===== config.mk =====
export PLATFORM = sky130hd
export DESIGN_NAME = sha256_msg_padder
export DESIGN_NICKNAME = d
export VERILOG_FILES = /design/src/rtl/sha256_msg_padder.sv
export SDC_FILE = /design/constraint.sdc
export NUM_CORES = 1
export LEC_CHECK = 0
export BUFFER_PORTS_ARGS = -buffer_cell sky130_fd_sc_hd__buf_2
export CAP_MARGIN = 25
export CELL_PAD_IN_SITES_DETAIL_PLACEMENT = 1
export CELL_PAD_IN_SITES_GLOBAL_PLACEMENT = 1
export CORE_MARGIN = 2
export CORE_UTILIZATION = 40
export CTS_BUF_LIST = sky130_fd_sc_hd__clkbuf_8
export DETAILED_ROUTE_END_ITERATION = 16
export GPL_ROUTABILITY_DRIVEN = 0
export PLACE_DENSITY = 0.85
export SLEW_MARGIN = 10
export SYNTH_ARGS = -nofsm -noshare
export SYNTH_HDL_FRONTEND = slang
export SYNTH_SLANG_ARGS = --single-unit
export TNS_END_PERCENT = 30

===== constraint.sdc =====
create_clock -name clk -period 2.3 [get_ports clk]
set_input_delay 0.115 -clock clk [delete_from_list [all_inputs] [get_ports clk]]
set_output_delay 0.115 -clock clk [all_outputs]
set_load 0.05 [all_outputs]

===== src/rtl/sha256_msg_padder.sv =====
// SHA-256 message padder: turns a stream of 32-bit big-endian message words into
// padded 16-word blocks, appending the 0x80 marker and the 64-bit bit length.
//
// state | meaning
// IDLE  | waiting for a new message, in_ready_o low
// START | one-cycle start_o pulse for the next block
// DATA  | accepting message words, one emitted per accepted word
// PAD   | emitting the 0x80 marker (if still owed) and zero words
// LEN   | emitting bit length high word (W14) then low word (W15)
// WAIT  | block handed off, waiting for blk_done_i
module sha256_msg_padder (
  input  logic        clk,
  input  logic        rst,
  input  logic        in_valid_i,
  output logic        in_ready_o,
  input  logic [31:0] in_data_i,
  input  logic        in_last_i,
  input  logic [2:0]  in_bytes_i,
  output logic        start_o,
  output logic        msg_word_valid_o,
  output logic [31:0] msg_word_o,
  output logic        block_last_o,
  input  logic        blk_done_i,
  output logic        msg_done_o,
  output logic        busy_o
);

  typedef enum logic [2:0] {S_IDLE, S_START, S_DATA, S_PAD, S_LEN, S_WAIT} state_t;

  state_t      state;
  logic [3:0]  idx;
  logic [63:0] bit_cnt;
  logic        data_done;
  logic        need_80;
  logic        pad80_done;
  logic        final_blk;

  logic        last_full;
  logic [63:0] bits_add;

  function automatic logic [31:0] pad_last(input logic [31:0] d, input logic [2:0] b);
    case (b)
      3'd0:    pad_last = 32'h8000_0000;
      3'd1:    pad_last = {d[31:24], 24'h80_0000};
      3'd2:    pad_last = {d[31:16], 16'h8000};
      3'd3:    pad_last = {d[31:8], 8'h80};
      default: pad_last = d;
    endcase
  endfunction

  // counts above 4 are treated as a full word
  assign last_full  = (in_bytes_i >= 3'd4);
  assign bits_add   = (in_last_i && !last_full) ? {58'd0, in_bytes_i, 3'b000} : 64'd32;
  assign in_ready_o = (state == S_DATA);
  assign busy_o     = (state != S_IDLE);

  always_ff @(posedge clk) begin
    if (rst) begin
      state            <= S_IDLE;
      idx              <= 4'd0;
      bit_cnt          <= 64'd0;
      data_done        <= 1'b0;
      need_80          <= 1'b0;
      pad80_done       <= 1'b0;
      final_blk        <= 1'b0;
      start_o          <= 1'b0;
      msg_word_valid_o <= 1'b0;
      msg_word_o       <= 32'd0;
      block_last_o     <= 1'b0;
      msg_done_o       <= 1'b0;
    end else begin
      start_o          <= 1'b0;
      msg_word_valid_o <= 1'b0;
      block_last_o     <= 1'b0;
      msg_done_o       <= 1'b0;
      case (state)
        S_IDLE: begin
          if (in_valid_i) begin
            state      <= S_START;
            start_o    <= 1'b1;
            idx        <= 4'd0;
            bit_cnt    <= 64'd0;
            data_done  <= 1'b0;
            need_80    <= 1'b0;
            pad80_done <= 1'b0;
            final_blk  <= 1'b0;
          end
        end
        S_START: begin
          state <= data_done ? S_PAD : S_DATA;
        end
        S_DATA: begin
          if (in_valid_i) begin
            msg_word_valid_o <= 1'b1;
            idx              <= idx + 4'd1;
            bit_cnt          <= bit_cnt + bits_add;
            if (!in_last_i) begin
              msg_word_o <= in_data_i;
              if (idx == 4'd15) state <= S_WAIT;
            end else if (last_full) begin
              // marker is owed as a separate word, possibly in the next block
              data_done  <= 1'b1;
              msg_word_o <= in_data_i;
              need_80    <= 1'b1;
              state      <= (idx == 4'd15) ? S_WAIT : S_PAD;
            end else begin
              data_done  <= 1'b1;
              msg_word_o <= pad_last(in_data_i, in_bytes_i);
              pad80_done <= 1'b1;
              if (idx == 4'd15)      state <= S_WAIT;
              else if (idx == 4'd13) state <= S_LEN;
              else                   state <= S_PAD;
            end
          end
        end
        S_PAD: begin
          msg_word_valid_o <= 1'b1;
          idx              <= idx + 4'd1;
          msg_word_o       <= need_80 ? 32'h8000_0000 : 32'd0;
          if (need_80) begin
            need_80    <= 1'b0;
            pad80_done <= 1'b1;
          end
          // length only fits if the marker is already out by W13
          if (idx == 4'd15)                             state <= S_WAIT;
          else if (idx == 4'd13 && (pad80_done || need_80)) state <= S_LEN;
        end
        S_LEN: begin
          msg_word_valid_o <= 1'b1;
          idx              <= idx + 4'd1;
          if (idx == 4'd15) begin
            msg_word_o   <= bit_cnt[31:0];
            block_last_o <= 1'b1;
            final_blk    <= 1'b1;
            state        <= S_WAIT;
          end else begin
            msg_word_o <= bit_cnt[63:32];
          end
        end
        S_WAIT: begin
          if (blk_done_i) begin
            if (final_blk) begin
              state      <= S_IDLE;
              msg_done_o <= 1'b1;
            end else begin
              state   <= S_START;
              start_o <= 1'b1;
              idx     <= 4'd0;
            end
          end
        end
        default: state <= S_IDLE;
      endcase
    end
  end

endmodule

---- Word level (Yosys, flattened, before mapping) ----
Index checks and enable logic that the tools add are counted.
word-level totals
  register bits ........................... 111
  input port bits ......................... 40
  logic and storage cells ................. 113
operators by class
  $add $sub $neg .......................... 2
  order comparisons ....................... 1
  eq/ne operators ......................... 20
  multiplexer cells ....................... 52
  bitwise logic cells ..................... 3
  reductions and logical operators ........ 23
operators by type and width
  cell                                                                   count
  32-bit 2-to-1 mux                                                      5
  64-bit 2-to-1 mux                                                      2
  32-bit case mux with 4 select lines                                    1
  64-bit case mux with 2 select lines                                    1
  32-bit case mux with 3 select lines                                    1
  64-bit by 6-bit adder with 64-bit output                               1
  3-bit 2-to-1 mux                                                       11
  1-bit 2-to-1 mux                                                       18
  3-bit case mux with 6 select lines                                     1
  4-bit 2-to-1 mux                                                       4
  4-bit case mux with 4 select lines                                     1
  2-bit inequality test, second input constant                           7
  3-bit by 2-bit equality test with 1-bit output, second input constant  4
  5-bit AND reduction                                                    2
  3-bit nonzero test                                                     3
  4-bit equality test, second input constant                             2
  1-bit case mux with 2 select lines                                     4
  4-bit AND reduction                                                    2
  3-bit by 1-bit equality test with 1-bit output, second input constant  2
  3-bit equality test, second input constant                             2
  3-bit logical NOT                                                      2
  6-bit 2-to-1 mux                                                       1
  1-bit case mux with 3 select lines                                     2
  3-bit AND reduction                                                    2
  other kinds (14)                                                       20

---- Logic depth before layout (Yosys ltp) ----
Gate-level depths: netlist of the first run.
  word-level depth ........................ 7
  depth in mapped cells ................... 10
  depth with buffers taken out ............ 9

---- Worst setup path before layout of the first run ----
Ideal clock, no wire load.
  path kind ............................... input -> register
  from .................................... in in_last_i
  to ...................................... reg bit_cnt[61]
  arrival time ............................ 2.328 ns
  data required time ...................... 2.230 ns
  slack ................................... -0.099 ns
  stages .................................. 10
  cells stage by stage .................... nor2b_1 -> and2_1 -> ha_1 -> fa_1 -> a21oi_1 -> nor3_2 -> nand4_1 -> buf_2 -> or4_1 -> a21oi_1
on the way
  longest elaborated chain between the ends .. 5
ends and longest elaborated chain
  what                                      line  RTL
  start, declared                           17    input logic in_last_i,
  1-bit logical AND                         53    assign bits_add = (in_last_i && !last_full) ? {58'd0, in_bytes_i, 3'b000} : 64'd32;
  6-bit 2-to-1 mux                          53
  64-bit by 6-bit adder with 64-bit output  96    bit_cnt <= bit_cnt + bits_add;
  64-bit 2-to-1 mux                         93    if (in_valid_i) begin
  64-bit case mux with 2 select lines       76    case (state)
  end signal, assigned                      96
  end, declared                             32    logic [63:0] bit_cnt;
Every way passes these cells. The select of a mux whose other input is x is not followed.
A chain may end at the register's enable or synchronous reset.

---- Worst setup path after layout of the first run ----
  from .................................... reg bit_cnt[5]
  to ...................................... reg bit_cnt[58]
on the way
  longest elaborated chain between the ends .. 3
ends and longest elaborated chain
  what                                      line
  64-bit by 6-bit adder with 64-bit output  96
  64-bit 2-to-1 mux                         93
  64-bit case mux with 2 select lines       76
Every way passes these cells. The select of a mux whose other input is x is not followed.

==> results of run 1 <==
-- power breakdown --
group          switching, uW  internal (uW)  leakage [uW]
Clock                    743            410     0.0000833
Combinational           1910            655       0.00147
Sequential               144           2120      0.000875
Total                   2800           3190       0.00243
-- worst max-delay path, cell delays in order (launching register included) --
cell and delay (ps):
dfxtp_1 370, ha_1 340, nand3_1 150, a211oi_2 380
nand4_1 180, buf_6 190, or4_1 480, nand2_1 90
-- sequential cells by signal (all words and copies together) (netlist names), 3 cells and up --
name	cells
bit_cnt	61
idx	4
msg_word_o	32
state	3
-- per-layer routing --
metal	up-vias	share of wire
met1	3111	0.43
met5	-	0.00062
met4	2	0.027
met2	229	0.48
li1	2949	-
met3	38	0.062
-- cell families (layout without fill, tap and decap cells) --
logic type	Yosys count	count (layout)	synth area share
xor gates and xnor gates	2	2	0.00303
and+or+nand+nor	385	385	0.329
buffers and inverters	59	160	0.0391
AOI/OAI and AO/OA	172	172	0.186
DFF	108	108	0.374
adders and majority gates	7	7	0.0164
muxes	29	29	0.0528
-- cell type report --
type | instances | area [um2] | area share
multi-input combinational | 595 | 3430 | 0.499
sequential | 108 | 2160 | 0.314
tap | 180 | 225 | 0.0327
clock buffer | 9 | 124 | 0.0180
timing repair buffer | 134 | 838 | 0.122
inverter | 10 | 37.5 | 0.00546
clock inverter | 7 | 57.6 | 0.00837
-- stage by stage --
stage | utilization | std cells | setup TNS, ps
2_1_floorplan | - | 762 | 0
3_3_place_gp | 0.476 | 1025 | -40.6
3_5_place_dp | 0.476 | 1025 | -1510
4_1_cts | 0.490 | 1043 | 0
5_1_grt | 0.492 | 1043 | -89.8
6_report | 0.492 | 1043 | 0
-- Yosys cell counts, types with 3 or more instances --
cell type  count  area [um2]
a22oi_1        3        22.5
o211ai_1      19         143
a21oi_1       71         355
nand4_1       24         150
or3_1         12        75.1
nand2b_1       6        37.5
mux2i_1       17         170
a31oi_1        3        18.8
or4_1          8        60.1
o21a_1         4        30.0
nor4_1        10        62.6
nand4b_1       4        35.0
o21ai_0       23         115
nor2_1        80         300
a211oi_1      25         188
o41ai_1        3        26.3
clkbuf_1      44         165
nor3_1        41         205
and2_1         4        25.0
mux2_2        12         135
nand3b_1       5        37.5
nor3b_1        5        37.5
inv_1         10        37.5
ha_1           6        75.1
buf_2          4        20.0
or2_2         15        93.8
nand3_1       36         180
nand2_1      111         417
a221oi_1       3        26.3
dfxtp_1      108        2160
and3_1         9        56.3
nor2b_1        8        50.1
-- worst paths after layout --
check             cells after the start  slack [ps]               startpoint                     endpoint
setup / recovery                      7          80  bit_cnt[5]$_SDFFE_PP0P_     bit_cnt[58]$_SDFFE_PP0P_
hold / removal                        3          20            in_data_i[25]  msg_word_o[25]$_SDFFE_PP0P_
hold reg to reg                       2         480   data_done$_SDFFE_PP0P_       data_done$_SDFFE_PP0P_
setup reg to reg                      7          80  bit_cnt[5]$_SDFFE_PP0P_     bit_cnt[58]$_SDFFE_PP0P_
-- repair_timing --
item	in CTS	in global routing
setup endpoints to repair	2	34
resized for setup	1	8
setup buffers	1	0
pin swaps	0	3
hold buffers	1	0
endpoints found under the hold margin	1	0
==> key figures, run 1 <==
Clocking
  • Root buffer cell: clkbuf_8
  • TritonCTS Buffers: 9
  • CTS sink count: about 110
  • CTS tree: yes
  • Worst-path clk slew: ~120 ps
  • CTS Buffer Depth: 2
  • Worst skew pair latency: 390 ps
  • H-tree depth: 3

Logic synthesis
  • Post-synth EDFFs: 0
  • Synth Register Bits: ~110
  • Synth cell types: 55
  • Synth Cell Area: 0.00579 mm2
  • Seq/Total Area, Yosys: 0.374
  • Mapped Cells: roughly 760
  • Ys async rst share: 0
  • Post-Syn Nets: about 810
  • Yosys warns: 0
  • Syn Area/Cell: 7.59 um2
  • Main synth FF type: dfxtp_1

STA
  • RSZ-0062 raised after global routing: yes
  • Period Utilization, post-route: 0.964
  • Final hold violations: 0
  • Worst setup margin: between 80 and 90 ps
  • Clk_skew: between 9 and 10 ps
  • Max-slew violations: 0
  • Worst-Margin Slew: ~900 ps
  • Fmax: between 400 and 500 MHz
  • Max-slew headroom: 0.412
  • Final hold slack: ~16 ps
  • Setup violators final: 0
  • Tmin final: ~2200 ps

Worst hold path
  • Worst hold path class: input pin to flip-flop

Layout
  • Ant diodes: 0
  • Area Overhead vs Synth: 18.9%
  • Fraction of layout cells with a size suffix above 1: 0.220
  • Nets: roughly 910
  • FILL cells: about 1,800
  • Fin area: just under 0.007 mm2
  • Most frequent cells in the layout: nand2_1 (111), dfxtp_1 (107), nor2_1 (80)
  • Most common cell after layout, fill and taps aside: nand2_1

Detailed routing
  • Drt wl/cell: 20.1 um
  • Initial DRC Count: ~700
  • Routed Antenna Nets: 0
  • Remaining DRCs: 0
  • Via Count: between 6,000 and 7,000
  • Via-to-Cell Ratio: 6.07
  • Post-Route WL: 20,900 um
  • TritonRoute pass-1 iters: 5

Global route
  • Tot GR Track Use: 0.261
  • Largest net degree at the start of global routing: 75
  • Vias in the first global route: approximately 6,400
  • Total grt overflow: 0
  • Met2 Use GR: 0.439
  • M1 GR Usage: 0.331
  • GR Layer Usage met3: 0.0490
  • First-pass GRT wire length: 32,900 um
  • Initial antenna violation count: 1
  • Layer with the highest usage: met2

Pwr
  • Pwr per Cell Area: between 800 and 900 mW/mm2
  • Peak VDD IR: 0.000339 V
  • Pleak: 0.00243 uW
  • Total power: ~6000 uW

Setup path
  • Req. time, crit path: roughly 2600 ps
  • Worst Path Arrival: about 2600 ps
  • Worst Setup End Kind: flip-flop
  • CP startpoint kind: flip-flop
  • Setup Crit Path Kind: flip-flop to flip-flop
  • Worst-path fanout max: 11

Place
  • Port Buf Inserts: between 70 and 80
  • Placement Setup Slack: -191 ps
  • Final HPWL from detailed placement: between 15,000 and 20,000 um
  • Dpl cell area: 0.00665 mm2

Floorplanning
  • Rows: 43
  • I/O pin count: approximately 80
  • Die Y-Extent: ~120 um
  • Die Footprint: roughly 0.015 mm2
  • Starting Density: 0.414
  • Core region area: roughly 0.014 mm2
  • Die width: between 100 and 150 um

Flow run
  • Max Cap Violations: 0

Run status
  • Status: finished, final reports clean
No activity file was read; power rests on OpenSTA's default activity.
==> inputs of run 2 (changes only) <==
--- a/config.mk
+++ b/config.mk
@@ -5,16 +5,17 @@
 export SDC_FILE = /design/constraint.sdc
 export NUM_CORES = 1
 export LEC_CHECK = 0
+export ABC_AREA = 1
 export BUFFER_PORTS_ARGS = -buffer_cell sky130_fd_sc_hd__buf_2
 export CAP_MARGIN = 25
 export CELL_PAD_IN_SITES_DETAIL_PLACEMENT = 1
 export CELL_PAD_IN_SITES_GLOBAL_PLACEMENT = 1
 export CORE_MARGIN = 2
-export CORE_UTILIZATION = 40
+export CORE_UTILIZATION = 38
 export CTS_BUF_LIST = sky130_fd_sc_hd__clkbuf_8
 export DETAILED_ROUTE_END_ITERATION = 16
 export GPL_ROUTABILITY_DRIVEN = 0
-export PLACE_DENSITY = 0.85
+export PLACE_DENSITY = 0.84
 export SLEW_MARGIN = 10
 export SYNTH_ARGS = -nofsm -noshare
 export SYNTH_HDL_FRONTEND = slang
==> run 2 against run 1 <==
Global-route usage rose by 1.8 points. Critical path type unchanged. Count of clock-buffer cells in the layout rose by 1. Non-clock buffer count fell by 15. Hold slack got worse by 12 ps. Register-to-register slack improved by 100 ps. Via count rose by 12%. Final area rose by 5.4%. Largest cell class unchanged. Sequential power fell by 9.7%.
==> key figures, run 2 <==
Run status
  • Status: finished, final reports clean

Floorplanning
  • Rows: 46 (+7.0%)
  • Die Y-Extent: 132 um (+6.0%)
  • I/O pin count: 78 (unchanged)
  • Die Footprint: 0.0174 mm2 (+12%)
  • Die width: 132 um (+6.0%)
  • Core region area: 0.0159 mm2 (+14%)
  • Starting Density: 0.389 (-0.0246)

Worst hold path
  • Worst hold path class: input pin to flip-flop

Clocking
  • H-tree depth: 3 (unchanged)
  • Worst-path clk slew: 110 ps (about the same)
  • Root buffer cell: clkbuf_8
  • CTS Buffer Depth: 2 (unchanged)
  • CTS sink count: 108 (unchanged)
  • CTS tree: yes
  • Worst skew pair latency: 400 ps (about the same)
  • TritonCTS Buffers: 9 (unchanged)
  • Post-CTS setup buffers: 0 (-1)

Layout
  • Ant diodes: 0 (unchanged)
  • Largest Register: bit_cnt
  • Max reg flops: 61 (unchanged)
  • Most common cell after layout, fill and taps aside: nand2_1
  • Fraction of layout cells with a size suffix above 1: 0.148 (-0.0717)
  • Area Overhead vs Synth: 16.9%
  • Area of the multi-input gates: 0.00341 mm2 (-0.69%)
  • Nets: 1,108 (+22%)
  • FILL cells: 2,198 (+24%)
  • Biggest regs: bit_cnt: 61 flops, msg_word_o: 32 flops, idx: 4 flops
  • Final core utilization: 0.455 (-0.0371)
  • Seq. cell area: 0.00216 mm2 (about the same)
  • Most frequent cells in the layout: nand2_1 (210), inv_1 (130), nor2_1 (129)

Global route
  • Initial antenna violation count: 0 (-1)
  • Tot GR Track Use: 0.279 (+0.0182)
  • First-pass GRT wire length: 38,500 um (+17%)
  • Largest net degree at the start of global routing: 39 (-48%)
  • Vias in the first global route: 7,139 (+12%)
  • Total grt overflow: 0 (unchanged)

Detailed routing
  • Routed Antenna Nets: 0 (unchanged)
  • Post-Route WL: 23,900 um (+14%)
  • Via Count: 7,082 (+12%)
  • Drt wl/cell: 18.6 um (-7.0%)
  • Via-to-Cell Ratio: 5.53 (-8.8%)
  • TritonRoute pass-1 iters: 5 (unchanged)
  • Remaining DRCs: 0 (unchanged)
  • Initial DRC Count: 579 (-16%)

Logic synthesis
  • Post-Syn Nets: 1,006 (+24%)
  • Seq/Total Area, Yosys: 0.349 (-0.0251)
  • Mapped Cells: 959 (+26%)
  • Yosys warns: 0 (unchanged)
  • Commonest cells in the netlist: nand2_1 (210), nor2_1 (130), inv_1 (129)
  • Ys async rst share: 0 (unchanged)
  • Synth Register Bits: 108 (unchanged)
  • Syn Area/Cell: 6.47 um2 (-15%)
  • Synth cell types: 48 (-13%)
  • Top cell type's share of synthesized area: 0.349 (-0.0251)
  • Post-synth EDFFs: 0 (unchanged)
  • Main synth FF type: dfxtp_1
  • Synth Cell Area: 0.00620 mm2 (+7.2%)
  • Count leader, synth: nand2_1
  • Largest area contributor in the synthesized netlist: dfxtp_1
  • Synth area leaders: dfxtp_1 (35%), nand2_1 (13%), nor2_1 (7.9%), inv_1 (7.8%), nand3_1 (5.3%)

Setup path
  • Max stage delay on crit path: 430 ps (-50 ps)
  • Req. time, crit path: 2640 ps (about the same)
  • CP startpoint kind: flip-flop
  • Worst Setup End Kind: flip-flop
  • Setup Crit Path Kind: flip-flop to flip-flop
  • Slowest-stage cell, CP: dfxtp_1
  • Worst-path fanout max: 9 (-2)
  • Worst-path cell chain: ha_1 -> nand3_1 -> nor2_2 -> clkinv_1 -> o221ai_1 -> o21ai_0 -> inv_1
  • Worst Path Arrival: 2460 ps (-100 ps)

Pwr
  • Peak VDD IR: 0.000241 V (-29%)
  • Pwr per Cell Area: 598 mW/mm2 (-31%)
  • Pleak: 0.00314 uW (+29%)
  • Total power: 4330 uW (-28%)

STA
  • Max-slew violations: 0 (unchanged)
  • Fmax: 473 MHz (+4.8%)
  • Tmin final: 2110 ps (-102 ps)
  • RSZ-0062 raised after global routing: yes
  • Setup violators final: 0 (unchanged)
  • Worst-Margin Slew: 575 ps (-306 ps)
  • Final hold violations: 0 (unchanged)
  • Period Utilization, post-route: 0.919 (-0.0443)
  • Clk_skew: 15.0 ps (+6.02 ps)
  • Max-slew headroom: 0.616 (+0.204)

Flow run
  • Max Cap Violations: 0 (unchanged)

Place
  • Port Buf Inserts: 77 (unchanged)
  • Final HPWL from detailed placement: 18,400 um (+20%)
-- run 2: changes by cell type in the layout (fill, tap and decap cells not counted), sizes merged, moves of 25 or more --
cell	delta
buf	-25
inv	+121
nand2	+106
nand3	+31
nor2	+64
o21ai	+40
-- run 2: cell type report --
class	instances	share of cell area
multi-input cells	688	0.470
repair buffers	119	0.102
clock buffers	10	0.0190
clock inverters	4	0.00276
flip-flops and latches	108	0.298
inverters	135	0.0701
well taps	216	0.0373
-- run 2: path summary, 6_finish.rpt --
kind / startpoint / to / slack (ps) / cells past startpoint
worst max-delay path: idx[0]$_SDFFE_PP0P_ / msg_word_o[20]$_SDFFE_PP0P_ / 190 / 7
worst min-delay path: in_data_i[1] / msg_word_o[1]$_SDFFE_PP0P_ / 4 / 3
worst min register to register: pad80_done$_SDFFE_PP0P_ / pad80_done$_SDFFE_PP0P_ / 460 / 2
worst max register to register: idx[0]$_SDFFE_PP0P_ / msg_word_o[20]$_SDFFE_PP0P_ / 190 / 7
-- run 2: worst max-delay path, delay by kind of cell, from the launching register on --
| kind | cells | cell delay [ps] |
|---|---|---|
| buffers and inverters | 2 | 500 |
| flip-flops | 1 | 430 |
| adder cells (fa/ha/maj) | 1 | 230 |
| AND/OR/NAND/NOR | 2 | 440 |
| AO/OA/AOI/OAI | 2 | 470 |
-- run 2: timing repair --
action,CTS,global route
setup endpoints to repair,0,3
hold buffers,11,0
hold endpoints to repair,11,0
gates resized for setup,0,1
-- run 2: metal layers --
metal / GRT usage / part of all wire
met5: 0 / 0
met4: 0.113 / 0.029
met3: 0.0427 / 0.058
met2: 0.460 / 0.47
met1: 0.368 / 0.45
-- run 2: logic make-up (layout without fill, tap and decap cells) --
kind of cell             count (synthesis)  count (layout)  synth area share
adder cells (fa/ha/maj)                  7               7            0.0153
XOR/XNOR                                 1               1           0.00141
buffers and inverters                  163             268             0.102
flip-flops                             108             108             0.349
AO/OA/AOI/OAI                          190             190             0.181
AND/OR/NAND/NOR                        490             490             0.352
-- run 2: power by group --
group	switching, uW	internal [uW]
Sequential	70.7	1980
Combinational	865	321
Clock	693	404
Total	1630	2710
-- run 2: stage by stage --
| stage | hold slack [ps] | instance area [um2] | TNS, ps | worst slack, ps | std cells |
|---|---|---|---|---|---|
| finish | 4.35 | 7250 | 0 | 185 | 1280 |
| detailed placement | 374 | 6980 | -4.20 | -4.20 | 1255 |
| global placement | 370 | 6980 | 0 | 103 | 1255 |
| global route | 19.9 | 7250 | -10.5 | -9.23 | 1280 |
| CTS | 2.04 | 7250 | 0 | 227 | 1280 |
| floorplan | 243 | 6200 | 0 | 252 | 959 |
